===== src/rtl/mesm6_mem_arbiter_pkg.sv =====
// Shared definitions for the mesm6 memory arbiter: FSM state encoding.
package mesm6_mem_arbiter_pkg;

  typedef logic [1:0] arb_state_t;

  localparam logic [1:0] ARB_IDLE  = 2'd0;
  localparam logic [1:0] ARB_DATA  = 2'd1;
  localparam logic [1:0] ARB_FETCH = 2'd2;
  localparam logic [1:0] ARB_DONE  = 2'd3;

endpackage


===== src/rtl/mesm6_mem_arbiter.sv =====
// Merges the mesm6 core instruction and data buses onto one single-ported memory,
// serving one access at a time and presenting both completions together.
module mesm6_mem_arbiter
  import mesm6_mem_arbiter_pkg::*;
#(
  parameter int ADDR_W     = 15,
  parameter int DATA_W     = 48,
  parameter bit DATA_FIRST = 1'b1
) (
  input  logic              clk,
  input  logic              reset,
  input  logic              core_hold,
  input  logic              ibus_fetch,
  input  logic [ADDR_W-1:0] ibus_addr,
  output logic [DATA_W-1:0] ibus_input,
  output logic              ibus_done,
  input  logic              dbus_read,
  input  logic              dbus_write,
  input  logic [ADDR_W-1:0] dbus_addr,
  input  logic [DATA_W-1:0] dbus_output,
  output logic [DATA_W-1:0] dbus_input,
  output logic              dbus_done,
  output logic              mem_req,
  output logic              mem_we,
  output logic [ADDR_W-1:0] mem_addr,
  output logic [DATA_W-1:0] mem_wdata,
  input  logic [DATA_W-1:0] mem_rdata,
  input  logic              mem_ready
);

  arb_state_t        state;
  logic              fetch_pend;
  logic              data_pend;
  logic              fetch_served;
  logic              data_served;
  logic              data_we;
  logic [ADDR_W-1:0] data_addr;
  logic [ADDR_W-1:0] fetch_addr;
  logic [DATA_W-1:0] data_wdata;
  logic              dreq;

  assign dreq = dbus_read | dbus_write;

  // Both accesses are latched up front so the second one of a pair is immune to bus changes.
  always_ff @(posedge clk) begin
    if (reset) begin
      state        <= ARB_IDLE;
      fetch_pend   <= 1'b0;
      data_pend    <= 1'b0;
      fetch_served <= 1'b0;
      data_served  <= 1'b0;
      data_we      <= 1'b0;
      data_addr    <= '0;
      fetch_addr   <= '0;
      data_wdata   <= '0;
      mem_req      <= 1'b0;
      mem_we       <= 1'b0;
      mem_addr     <= '0;
      mem_wdata    <= '0;
      ibus_input   <= '0;
      dbus_input   <= '0;
      ibus_done    <= 1'b0;
      dbus_done    <= 1'b0;
    end else begin
      case (state)
        ARB_IDLE: begin
          if (dreq || ibus_fetch) begin
            data_pend    <= dreq;
            fetch_pend   <= ibus_fetch;
            data_served  <= 1'b0;
            fetch_served <= 1'b0;
            data_we      <= dbus_write;
            data_addr    <= dbus_addr;
            data_wdata   <= dbus_output;
            fetch_addr   <= ibus_addr;
            mem_req      <= 1'b1;
            if (dreq && (DATA_FIRST || !ibus_fetch)) begin
              state     <= ARB_DATA;
              mem_we    <= dbus_write;
              mem_addr  <= dbus_addr;
              mem_wdata <= dbus_output;
            end else begin
              state    <= ARB_FETCH;
              mem_we   <= 1'b0;
              mem_addr <= ibus_addr;
            end
          end
        end

        ARB_DATA: begin
          if (!mem_req) begin
            mem_req   <= 1'b1;
            mem_we    <= data_we;
            mem_addr  <= data_addr;
            mem_wdata <= data_wdata;
          end else if (mem_ready) begin
            mem_req     <= 1'b0;
            mem_we      <= 1'b0;
            data_pend   <= 1'b0;
            data_served <= 1'b1;
            if (!data_we) begin
              dbus_input <= mem_rdata;
            end
            if (fetch_pend) begin
              state <= ARB_FETCH;
            end else begin
              state     <= ARB_DONE;
              ibus_done <= fetch_served;
              dbus_done <= 1'b1;
            end
          end
        end

        ARB_FETCH: begin
          if (!mem_req) begin
            mem_req  <= 1'b1;
            mem_we   <= 1'b0;
            mem_addr <= fetch_addr;
          end else if (mem_ready) begin
            mem_req      <= 1'b0;
            fetch_pend   <= 1'b0;
            fetch_served <= 1'b1;
            ibus_input   <= mem_rdata;
            if (data_pend) begin
              state <= ARB_DATA;
            end else begin
              state     <= ARB_DONE;
              ibus_done <= 1'b1;
              dbus_done <= data_served;
            end
          end
        end

        ARB_DONE: begin
          if (!core_hold) begin
            state     <= ARB_IDLE;
            ibus_done <= 1'b0;
            dbus_done <= 1'b0;
          end
        end

        default: state <= ARB_IDLE;
      endcase
    end
  end

endmodule

===== config.mk =====
export PLATFORM = sky130hd
export DESIGN_NAME = mesm6_mem_arbiter
export DESIGN_NICKNAME = d
export VERILOG_FILES = /design/src/rtl/mesm6_mem_arbiter_pkg.sv /design/src/rtl/mesm6_mem_arbiter.sv
export SDC_FILE = /design/constraint.sdc
export NUM_CORES = 1
export LEC_CHECK = 0
export CORE_MARGIN = 2
export CORE_UTILIZATION = 43
export CTS_CLUSTER_DIAMETER = 200
export DETAILED_ROUTE_END_ITERATION = 16
export PLACE_DENSITY_LB_ADDON = 0.08
export SLEW_MARGIN = 20
export SYNTH_ARGS = -nofsm -noshare
export SYNTH_HDL_FRONTEND = slang
export SYNTH_SLANG_ARGS = --single-unit

===== constraint.sdc =====
create_clock -name clk -period 1.79 [get_ports clk]
set_input_delay 0.179 -clock clk [delete_from_list [all_inputs] [get_ports clk]]
set_output_delay 0.179 -clock clk [all_outputs]
set_load 0.005 [all_outputs]

==> Word level (Yosys, flattened, before mapping) <==
Cells that the tools add are included.
{ "totals": {"inputBits": 133, "regBits": 248, "elab_cells": 107, "out_inout_bits": 163} }
{ "op_classes": {"eq_ne": 15, "reduce_logical": 19, "bitwise": 2, "n_mux": 54} }
{ "op_table": {"columns": ["cell", "count"], "rows": [
  ["two-way mux 48 bit", 3],
  ["case mux 48 bit (2 select lines)", 1],
  ["two-way mux 15 bit", 4],
  ["case mux 15 bit (3 select lines)", 1],
  ["two-way mux 1 bit", 28],
  ["AND reduction 4 bit", 6],
  ["inequality test 2 bit, second input constant", 11],
  ["two-way mux 2 bit", 8],
  ["case mux 1 bit (2 select lines)", 5],
  ["case mux 1 bit (3 select lines)", 3],
  ["case mux 2 bit (4 select lines)", 1],
  ["AND reduction 8 bit", 1],
  ["AND reduction 6 bit", 1],
  ["nonzero test 2 bit", 3],
  ["nonzero test 3 bit", 2],
  ["== test 2 bit, second input constant", 2],
  ["AND reduction 2 bit", 2],
  ["inequality test 3 bit, second input constant", 1],
  ["AND reduction 3 bit", 1],
  ["== test 2 x 1 -> 1 bit, second input constant", 1],
  ["zero test 2 bit", 1],
  ["OR reduction 2 bit", 1],
  ["logical OR 1 bit", 1],
  ["inverter 1 bit", 1],
  ["bitwise OR 1 bit", 1]
]} }

==> Logic depth before layout (Yosys ltp) <==
Gate-level depths: netlist (run 1).
{ "logic_depth": {"depth_word": 4, "mapped_depth": 9, "depth_no_buf": 6} }

==> Worst setup path before layout (run 1) <==
Ideal clock, no wire load.
{ "synth_path": {"path_type": "flip-flop to flip-flop", "from": "register state[1]", "to": "register mem_addr[10]", "t_arrival_ns": 1.711, "setup_ns": 0.059, "synth_period_minus_slack_ns": 1.770, "path_stages_with_launch": 9, "setup_slack_ns": 0.020, "t_required_ns": 1.731, "n_path_buf": 2, "cell_sequence": "dfxtp_1 -> inv_1 -> ha_1 -> buf_4 -> nor4b_4 -> nor2_1 -> buf_2 -> o2111ai_1 -> nand2_1"} }
{ "synth_between": {"elab_chain_cells": 3, "elab_cells_between_ends": 9, "cone_classes": "eq/ne: 5; mux: 1; reduce/logical: 3"} }
{ "synth_rtl": {"columns": ["item", "line_no", "text"], "rows": [
  ["from (decl)", "mesm6_mem_arbiter.sv:31", "arb_state_t state;"],
  ["from (signal assigned)", "mesm6_mem_arbiter.sv:47", "state <= ARB_IDLE;"],
  ["from (signal assigned)", "mesm6_mem_arbiter.sv:78", "state <= ARB_DATA;"],
  ["from (signal assigned)", "mesm6_mem_arbiter.sv:83", "state <= ARB_FETCH;"],
  ["== test 2 x 1 -> 1 bit, or another cell as far along", "mesm6_mem_arbiter.sv:65", "case (state)"],
  ["inequality test 2 bit (no source line) or nonzero test 3 bit (tied branches)", null, null],
  ["AND reduction 4 bit (no source line)", null, null],
  ["to (signal assigned)", "mesm6_mem_arbiter.sv:80", "mem_addr <= dbus_addr;"],
  ["to (signal assigned)", "mesm6_mem_arbiter.sv:85", "mem_addr <= ibus_addr;"],
  ["to (signal assigned)", "mesm6_mem_arbiter.sv:94", "mem_addr <= data_addr;"],
  ["to (decl)", "mesm6_mem_arbiter.sv:25", "output logic [ADDR_W-1:0] mem_addr,"]
]} }
Several ways; a longest one is shown, not always the timed one.
A chain may end at the register's enable or synchronous reset.

==> Final worst setup path (run 1) <==
{ "layout_path": {"from": "register mem_req", "to": "output mem_req"} }
{ "layout_rtl": {"columns": ["item", "line_no", "text"], "rows": [
  ["from (decl)", "mesm6_mem_arbiter.sv:23", "output logic mem_req,"],
  ["from (signal assigned)", "mesm6_mem_arbiter.sv:56", "mem_req <= 1'b0;"],
  ["from (signal assigned)", "mesm6_mem_arbiter.sv:76", "mem_req <= 1'b1;"],
  ["from (signal assigned)", "mesm6_mem_arbiter.sv:92", "mem_req <= 1'b1;"]
]} }
No word-level cell between the ends.

==> flow_summary.toml, run 1 <==
[power_and_ir_drop]
p_seq_frac = 0.330
p_per_area_mw_per_mm2 = 1529
max-vdd-ir-drop_uv = 870.6
combPwrFrac = 0.399
switchingPower_uw = 7415
p_sw_frac = 0.3301
total_leakage_power_uw = 0.005488
p_clk_frac = 0.271
p_int_uw = 15050
finalPower_uw = 22460

[flow_run]
maxCapViolations = 0

[route]
drt_first_pass_iters = 4
vias_per_cell = 5.040
drtAntennaViolNets = 0
via_count = 9113
drcViolationCount = 0
finalWirelength_um = 29200
routedWlPerCell_um = 16.15
drtIter0Drc = 472

[synthesis]
synth.area.top_cells = "dfxtp_1, nand2_1, a21oi_1"
ys_async_sr_fraction = 0
syn_area_mm2 = 0.01005
syn_avg_cell_area_um2 = 8.526
synth_top_area_share = 0.4939
synth-seq-area-share = 0.4939
ys_ff_latch = 248
postSynthCellCount = 1179
yosysWarnings = 0
yosysTopAreaCell = "dfxtp_1"
ys.flop_type = "dfxtp_1"
synth_edf_count = 0
syn-num-nets = 1318
post_synth_num_cell_types = 42

[worst_setup_path]
worstPathMaxFanout = 8
cp-startpoint = "mem_req"
critPathCaptureType = "output pin"
cp_top_family = "buffers and inverters"
cp.required_ns = 1.61
crit_chain = "clkdlybuf4s50_1"
worst-path-buf-inv = 1
critPathMaxStageDelay_ns = 0.58
reg2reg_from = "state[0]"
cpMaxStageDelayCell = "clkdlybuf4s50_1"
crit_type = "reg -> out"
start_kind = "register"
arrival_ns = 1.53

[final_layout]
syn_to_final_growth_pct = 46.15
area.sequential_mm2 = 0.004967
multi_input_area_mm2 = 0.004588
final_layout_size_suffix_gt1_frac = 0.1138
most-common-layout-cells = "nand2_1, clkdlybuf4s50_1, dfxtp_1"
fin_area_mm2 = 0.01469
nFillCells = 1988
final_common_cell = "nand2_1"
final_nets = 1613

[hold_path]
min_from = "mem_rdata[15]"
hp-class = "in -> reg"

[timing]
tightest_slew_ns = 0.4044
setup_slack_ns = 0.08074
fin_skew_ns = 0.02231
fmax_mhz = 585.1
hold_viol = 0
setup_viol = 0
period_needed_ns = 1.709
final.period_utilization = 0.9549
rsz0062_at_grt = "yes"
slew_headroom = 0.7287
fin_hold_ws_ns = 0.2169
slew_viol_final = 0

[global_routing]
grt_max_degree = 79
antenna_found_initial = 0
grt-ovfl-total = 0
grt_pass1_wl_um = 43950
grt_usage = 0.2199
grt_pass1_vias = 8524

[clocking]
clock_path_buffers = 3
tritoncts = "built"
cts-root-buf = "clkbuf_16"
clock_sinks = 248
ctsHtreeMaxLevel = 1
clock_latency_ns = 0.53
clk_pin_slew_ns = 0.06
cts_buffers = 27

[floorplan]
ios = 296
row_count = 55
start_util = 0.4413
die_area_mm2 = 0.02462
die-height_um = 156.9
die_x_um = 156.9
coreArea_mm2 = 0.02278

[placed_design]
place_congestion = 0.7844
dpl-instance-area_mm2 = 0.01349
port_buffers = 295
dp_hpwl_um = 18790
place_ws_ns = -0.07868

[status]
status = "finished, final reports clean"
## power groups by stage
stage	clock (uW)	sequential, uW	combinational (uW)
3_5_place_dp	0	7520	8710
6_report	6080	7410	8970
2_1_floorplan	0	7460	5400
4_1_cts	6220	7410	8800
3_3_place_gp	0	7490	8570
5_1_grt	6450	7550	9860
## worst min-delay path, stage by stage
cell and delay, ns:
clkdlybuf4s50_1 0.41, nand2_1 0.06, a21oi_1 0.05
## final timing paths
| path | to | slack, ns | depth (start not counted) |
|---|---|---|---|
| worst min register to register | dbus_input[26] | 0.45 | 2 |
| worst max-delay path | mem_req | 0.08 | 1 |
| worst min-delay path | ibus_input[15] | 0.22 | 3 |
| worst max register to register | dbus_input[6] | 0.08 | 10 |
## layout make-up
cell class / count / area share
antenna: 1 / 0.0001703
clock buffer: 39 / 0.05519
clock inverter: 10 / 0.01218
inverter: 3 / 0.0007665
multi-input combinational: 830 / 0.3123
sequential: 248 / 0.3381
tap: 313 / 0.02666
timing repair buffer: 364 / 0.2546
## Yosys cell counts, drive strengths merged (2+ instances only)
| cell type | number |
|---|---|
| a211oi | 51 |
| nor2 | 63 |
| clkbuf | 43 |
| ha | 6 |
| dfxtp | 248 |
| buf | 55 |
| nand3 | 4 |
| o21a | 2 |
| mux2i | 51 |
| a211o | 3 |
| o21ai | 19 |
| nor2b | 20 |
| or2 | 3 |
| mux2 | 15 |
| a221o | 15 |
| nor3 | 3 |
| nand2 | 369 |
| a21oi | 180 |
| inv | 3 |
| o2111ai | 15 |
## stage by stage
step,instances,util,TNS (ns)
final,1808,0.6450,0
after global routing,1807,0.6449,-0.2320
after CTS,1800,0.6366,0
after detailed placement,1748,0.5920,-2.077
after global placement,1748,0.5920,-0.3295
after floorplan,1179,-,0
## kinds of logic after synthesis
kind of cell             Yosys count  share of synthesized area
adder cells (fa/ha/maj)            6                   0.007468
buffers and inverters            101                    0.05800
AND/OR/NAND/NOR                  467                     0.1847
AO/OA/AOI/OAI                    291                     0.1850
flip-flops                       248                     0.4939
multiplexers                      66                    0.07095
## repair_timing
action                     in CTS  in global routing
hold endpoints to repair        0                  1
hold buffers                    0                  1
pin swaps                       1                  0
gates resized for setup         2                 14
gates cloned                    0                  5
setup endpoints to repair       3                148
buffers inserted                3                  1
## flip-flops by register name (all words and copies together) (netlist names)
name,count
state,2
mem_we,1
data_pend,1
data_addr,15
mem_wdata,48
fetch_served,1
ibus_done,1
data_served,1
mem_req,1
data_we,1
ibus_input,48
data_wdata,48
dbus_done,1
mem_addr,15
fetch_addr,15
fetch_pend,1
dbus_input,48
## per-layer routing
metal / wire, um / track usage
met2: 13630 / 0.3697
met5: 0 / 0
met3: 2061 / 0.05782
met4: 886 / 0.06597
met1: 12620 / 0.2770
(Power assumes the default switching activity.)
==> run 2: changes to the inputs <==
--- a/config.mk
+++ b/config.mk
@@ -5,11 +5,12 @@
 export SDC_FILE = /design/constraint.sdc
 export NUM_CORES = 1
 export LEC_CHECK = 0
+export ABC_CLOCK_PERIOD_IN_PS = 1790
 export CORE_MARGIN = 2
 export CORE_UTILIZATION = 43
 export CTS_CLUSTER_DIAMETER = 200
 export DETAILED_ROUTE_END_ITERATION = 16
-export PLACE_DENSITY_LB_ADDON = 0.08
+export PLACE_DENSITY = 0.77
 export SLEW_MARGIN = 20
 export SYNTH_ARGS = -nofsm -noshare
 export SYNTH_HDL_FRONTEND = slang
==> flow_summary.toml, run 2 (synthesis results as in run 1) <==
[route]
finalWirelength_um = 30610
vias_per_cell = 5.202
routedWlPerCell_um = 16.72
via_count = 9524
drtIter0Drc = 444
drt_first_pass_iters = 5
drcViolationCount = 0
drtAntennaViolNets = 0

[final_layout]
most-common-layout-cells = "nand2_1, clkdlybuf4s50_1, dfxtp_1"
final_nets = 1641
final_common_cell = "nand2_1"
fin_util = 0.6542
syn_to_final_growth_pct = 48.25
final_layout_size_suffix_gt1_frac = 0.1357
diodes = 0

[floorplan]
die_x_um = 156.9
row_count = 55
start_util = 0.4413
ios = 296
die-height_um = 156.9
coreArea_mm2 = 0.02278
die_area_mm2 = 0.02462

[worst_setup_path]
reg2reg_from = "state[1]"
cp-startpoint = "state[1]"
start_kind = "register"
cp.required_ns = 2.23
arrival_ns = 2.20
worstPathMaxFanout = 7
critPathCaptureType = "register"
crit_type = "reg -> reg"

[clocking]
cts-root-buf = "clkbuf_16"
ctsHtreeMaxLevel = 1
clk_pin_slew_ns = 0.06
clock_sinks = 248
clock_latency_ns = 0.53
cts_buffers = 26
holdBufCountCts = 0
tritoncts = "built"
clock_path_buffers = 3

[hold_path]
hp-class = "in -> reg"
min_from = "reset"

[power_and_ir_drop]
max-vdd-ir-drop_uv = 824.0
p_clk_frac = 0.227
p_sw_frac = 0.3410
p_seq_frac = 0.324
switchingPower_uw = 7831
total_leakage_power_uw = 0.005593
p_int_uw = 15130
combPwrFrac = 0.449
p_per_area_mw_per_mm2 = 1541

[global_routing]
grt_pass1_wl_um = 45970
grtUsageMet3 = 0.08287
grt-ovfl-total = 0
grt_max_degree = 99
grt_usage = 0.2288
grt.busiest_layer = "met2"
met1_usage = 0.2766
grt_pass1_vias = 9174
antenna_found_initial = 0
use_met2 = 0.3835

[placed_design]
place_congestion = 0.8451
dp_hpwl_um = 20080
port_buffers = 295

[timing]
slew_headroom = 0.6510
fmax_mhz = 568.9
setup_viol = 0
hold_viol = 0
period_needed_ns = 1.758
final.period_utilization = 0.9821
fin_skew_ns = 0.01956
slew_viol_final = 0
tightest_slew_ns = 0.5234
finalSetupTns_ns = 0

[flow_run]
maxCapViolations = 0

[status]
status = "finished, final reports clean"
## run 2: cell type report
class | instances | area (um^2)
inverter | 3 | 13.76
tap | 313 | 391.6
timing repair buffer | 393 | 4079
multi-input combinational | 830 | 4628
clock buffer | 38 | 787.0
clock inverter | 6 | 33.78
fill | 1804 | 7876
sequential | 248 | 4969
## run 2: final timing paths
check,end,slack [ns],depth (start not counted)
setup / recovery,mem_wdata[20],0.03,9
setup reg to reg,mem_wdata[20],0.03,9
hold / removal,data_wdata[6],0.03,2
hold reg to reg,ibus_input[35],0.45,2
## run 2: what timing repair did
item	CTS	global route
endpoints found under the hold margin	0	0
gates cloned	0	7
setup endpoints to repair	8	69
pin swaps	0	32
gates resized for setup	8	49
setup buffers	1	17
## run 2: power by group through the flow
stage               clock (uW)  sequential [uW]  combinational [uW]
finish                    5210             7440               10300
global route              5510             7570               11100
CTS                       5310             7410                8990
detailed placement           0             7520                8850
global placement             0             7470                8680
floorplan                    0             7460                5400
## run 2: stage by stage
step / cell area, um^2 / worst slack, ns / instances / power [uW] / hold slack, ns
final: 14900 / 0.03212 / 1831 / 22960 / 0.02565
after detailed placement: 13570 / -0.1213 / 1762 / 16370 / 0.4457
after CTS: 14420 / 0.0006091 / 1807 / 21710 / 0.01068
after global routing: 14900 / -0.03115 / 1831 / 24220 / 0.03362
after global placement: 13570 / -0.06671 / 1762 / 16150 / 0.4406
after floorplan: 10050 / 0.02021 / 1179 / 12860 / 0.3150
## run 2: worst max-delay path, cell delays in order (launching register included)
cell       delay, ns
dfxtp_2         0.35
inv_4           0.05
ha_4            0.17
buf_6           0.13
a211oi_4        0.30
buf_6           0.15
clkbuf_16       0.16
buf_8           0.12
nor2_1          0.04
a211oi_2        0.19
## run 2: layer usage
| layer | vias to the layer above | routed length, um |
|---|---|---|
| met2 | 354 | 14400 |
| met4 | 0 | 618 |
| met1 | 4491 | 12580 |
| met3 | 51 | 3006 |
| met5 | - | 0 |
| li1 | 4628 | - |
==> run 3: changes to the inputs <==
--- a/config.mk
+++ b/config.mk
@@ -11,6 +11,7 @@
 export CTS_CLUSTER_DIAMETER = 200
 export DETAILED_ROUTE_END_ITERATION = 16
 export PLACE_DENSITY = 0.77
+export REMOVE_ABC_BUFFERS = 1
 export SLEW_MARGIN = 20
 export SYNTH_ARGS = -nofsm -noshare
 export SYNTH_HDL_FRONTEND = slang
==> flow_summary.toml, run 3 (synthesis results as in run 1) <==
[worst_setup_path]
critPathCaptureType = "register"
start_kind = "register"
crit_chain = "inv_4, buf_6, ha_4, nor2_2, a211oi_4, buf_6, buf_12, buf_12, buf_8, buf_4, a211oi_2"
reg2regPathDepth = 11
worst-path-buf-inv = 7
reg2reg_from = "state[1]"
cp_top_family = "buffers and inverters"
critPathMaxStageDelay_ns = 0.35
cpMaxStageDelayCell = "dfxtp_2"
r2r_slack_ns = -0.06
cp.required_ns = 2.24
worstPathMaxFanout = 7
reg2reg_to = "mem_wdata[13]"
arrival_ns = 2.30
crit_type = "reg -> reg"

[clocking]
tritoncts = "built"
cts_buffers = 27
clock_path_buffers = 3
clk_pin_slew_ns = 0.06
ctsHtreeMaxLevel = 1
clock_latency_ns = 0.53
clock_sinks = 248
cts-root-buf = "clkbuf_16"

[placed_design]
dp_hpwl_um = 20100
dpl-instance-area_mm2 = 0.01368
dp_cells = 1763
place_congestion = 0.8306
port_buffers = 295
place_ws_ns = -0.1441

[route]
drcViolationCount = 0
vias_per_cell = 5.252
drtIter0Drc = 586
drtAntennaViolNets = 0
finalWirelength_um = 31520
via_count = 9684
routedWlPerCell_um = 17.09
drt_first_pass_iters = 5

[timing]
hold_viol = 0
setup_viol = 13
setup_slack_ns = -0.06358
tightest_slew_ns = 0.3924
slew_viol_final = 0
slew_headroom = 0.7373
final.period_utilization = 1.036
fmax_mhz = 539.5
finalSetupTns_ns = -0.4535
fin_skew_ns = 0.01227
period_needed_ns = 1.854
rsz0062_at_grt = "yes"

[final_layout]
final_nets = 1653
most-common-layout-cells = "nand2_1, clkdlybuf4s50_1, dfxtp_1"
fin_area_mm2 = 0.01529
final_layout_size_suffix_gt1_frac = 0.1543
fin_util = 0.6712
syn_to_final_growth_pct = 52.10
fin_cells = 1844
final_common_cell = "nand2_1"
nFillCells = 1788

[floorplan]
start_util = 0.4413
die_area_mm2 = 0.02462
ios = 296
row_count = 55
die_x_um = 156.9
coreArea_mm2 = 0.02278
die-height_um = 156.9

[global_routing]
grt_pass1_wl_um = 46310
antenna_found_initial = 1
grt_usage = 0.2305
grt_pass1_vias = 9232
grt-ovfl-total = 0
grt_max_degree = 49

[hold_path]
hp-class = "in -> reg"
min_from = "dbus_output[24]"
hold_end = "data_wdata[24]"
holdPathStages = 3

[status]
status = "complete, but fails checks"
failed_checks = "negative setup slack"

[power_and_ir_drop]
total_leakage_power_uw = 0.005731
p_per_area_mw_per_mm2 = 1584
max-vdd-ir-drop_uv = 995.9

[flow_run]
maxCapViolations = 0
[run 3: cell count changes in the layout (fill, tap and decap cells not counted), sizes merged]
cell	before	now
diode	0	2
dlygate4sd2	1	0
clkdlybuf4s50	293	294
clkbuf	45	44
dlygate4sd3	0	1
inv	3	5
clkinv	6	4
bufinv	0	1
buf	92	102
[run 3: worst max path at each step]
stage | startpoint | endpoint | slack [ns] | depth (start not counted)
floorplan | state[1] | mem_wdata[0] | -3.68 | 6
global placement | dbus_write | mem_addr[11] | -0.1 | 7
detailed placement | dbus_write | mem_addr[13] | -0.14 | 7
CTS | state[1] | mem_wdata[34] | -0.05 | 10
global route | state[1] | mem_wdata[2] | -0.13 | 11
finish | state[1] | mem_wdata[13] | -0.06 | 11
[run 3: layout make-up]
class,instances,area [um^2],area share
antenna,2,5.005,0.0003273
clock buffer,37,773.2,0.05057
clock inverter,7,67.56,0.004419
inverter,3,13.76,0.0009002
multi-input combinational,830,4756,0.3110
sequential,248,4971,0.3251
tap,313,391.6,0.02561
timing repair buffer,404,4312,0.2820
[run 3: report_power, final]
group / switching (uW) / internal [uW]
registers: 726 / 6770
logic: 5440 / 5970
clock network: 2180 / 3130
[run 3: routing by layer]
metal,part of all wire,GRT usage,vias up
met1,0.39,0.2710,4618
met2,0.49,0.4029,355
li1,-,-,4659
met4,0.024,0.06247,0
met5,0,0,-
met3,0.093,0.07544,52
[run 3: through the flow]
stage | hold slack, ns | power [uW]
global placement | 0.4397 | 16350
global route | 0.2352 | 25470
detailed placement | 0.4457 | 16570
floorplan | 0.2436 | 11900
finish | 0.2217 | 24220
CTS | 0.2072 | 22700
[run 3: worst min-delay path, stage by stage]
cell             delay (ns)
clkdlybuf4s50_1        0.41
nand2_1                0.06
a21oi_1                0.05
[run 3: what timing repair did]
action	in CTS	in global routing
endpoints found under the setup margin	66	117
gates resized for setup	28	65
cloned	2	8
hold buffers	1	0
pin swaps	12	32
buffers inserted	13	14
endpoints found under the hold margin	1	0
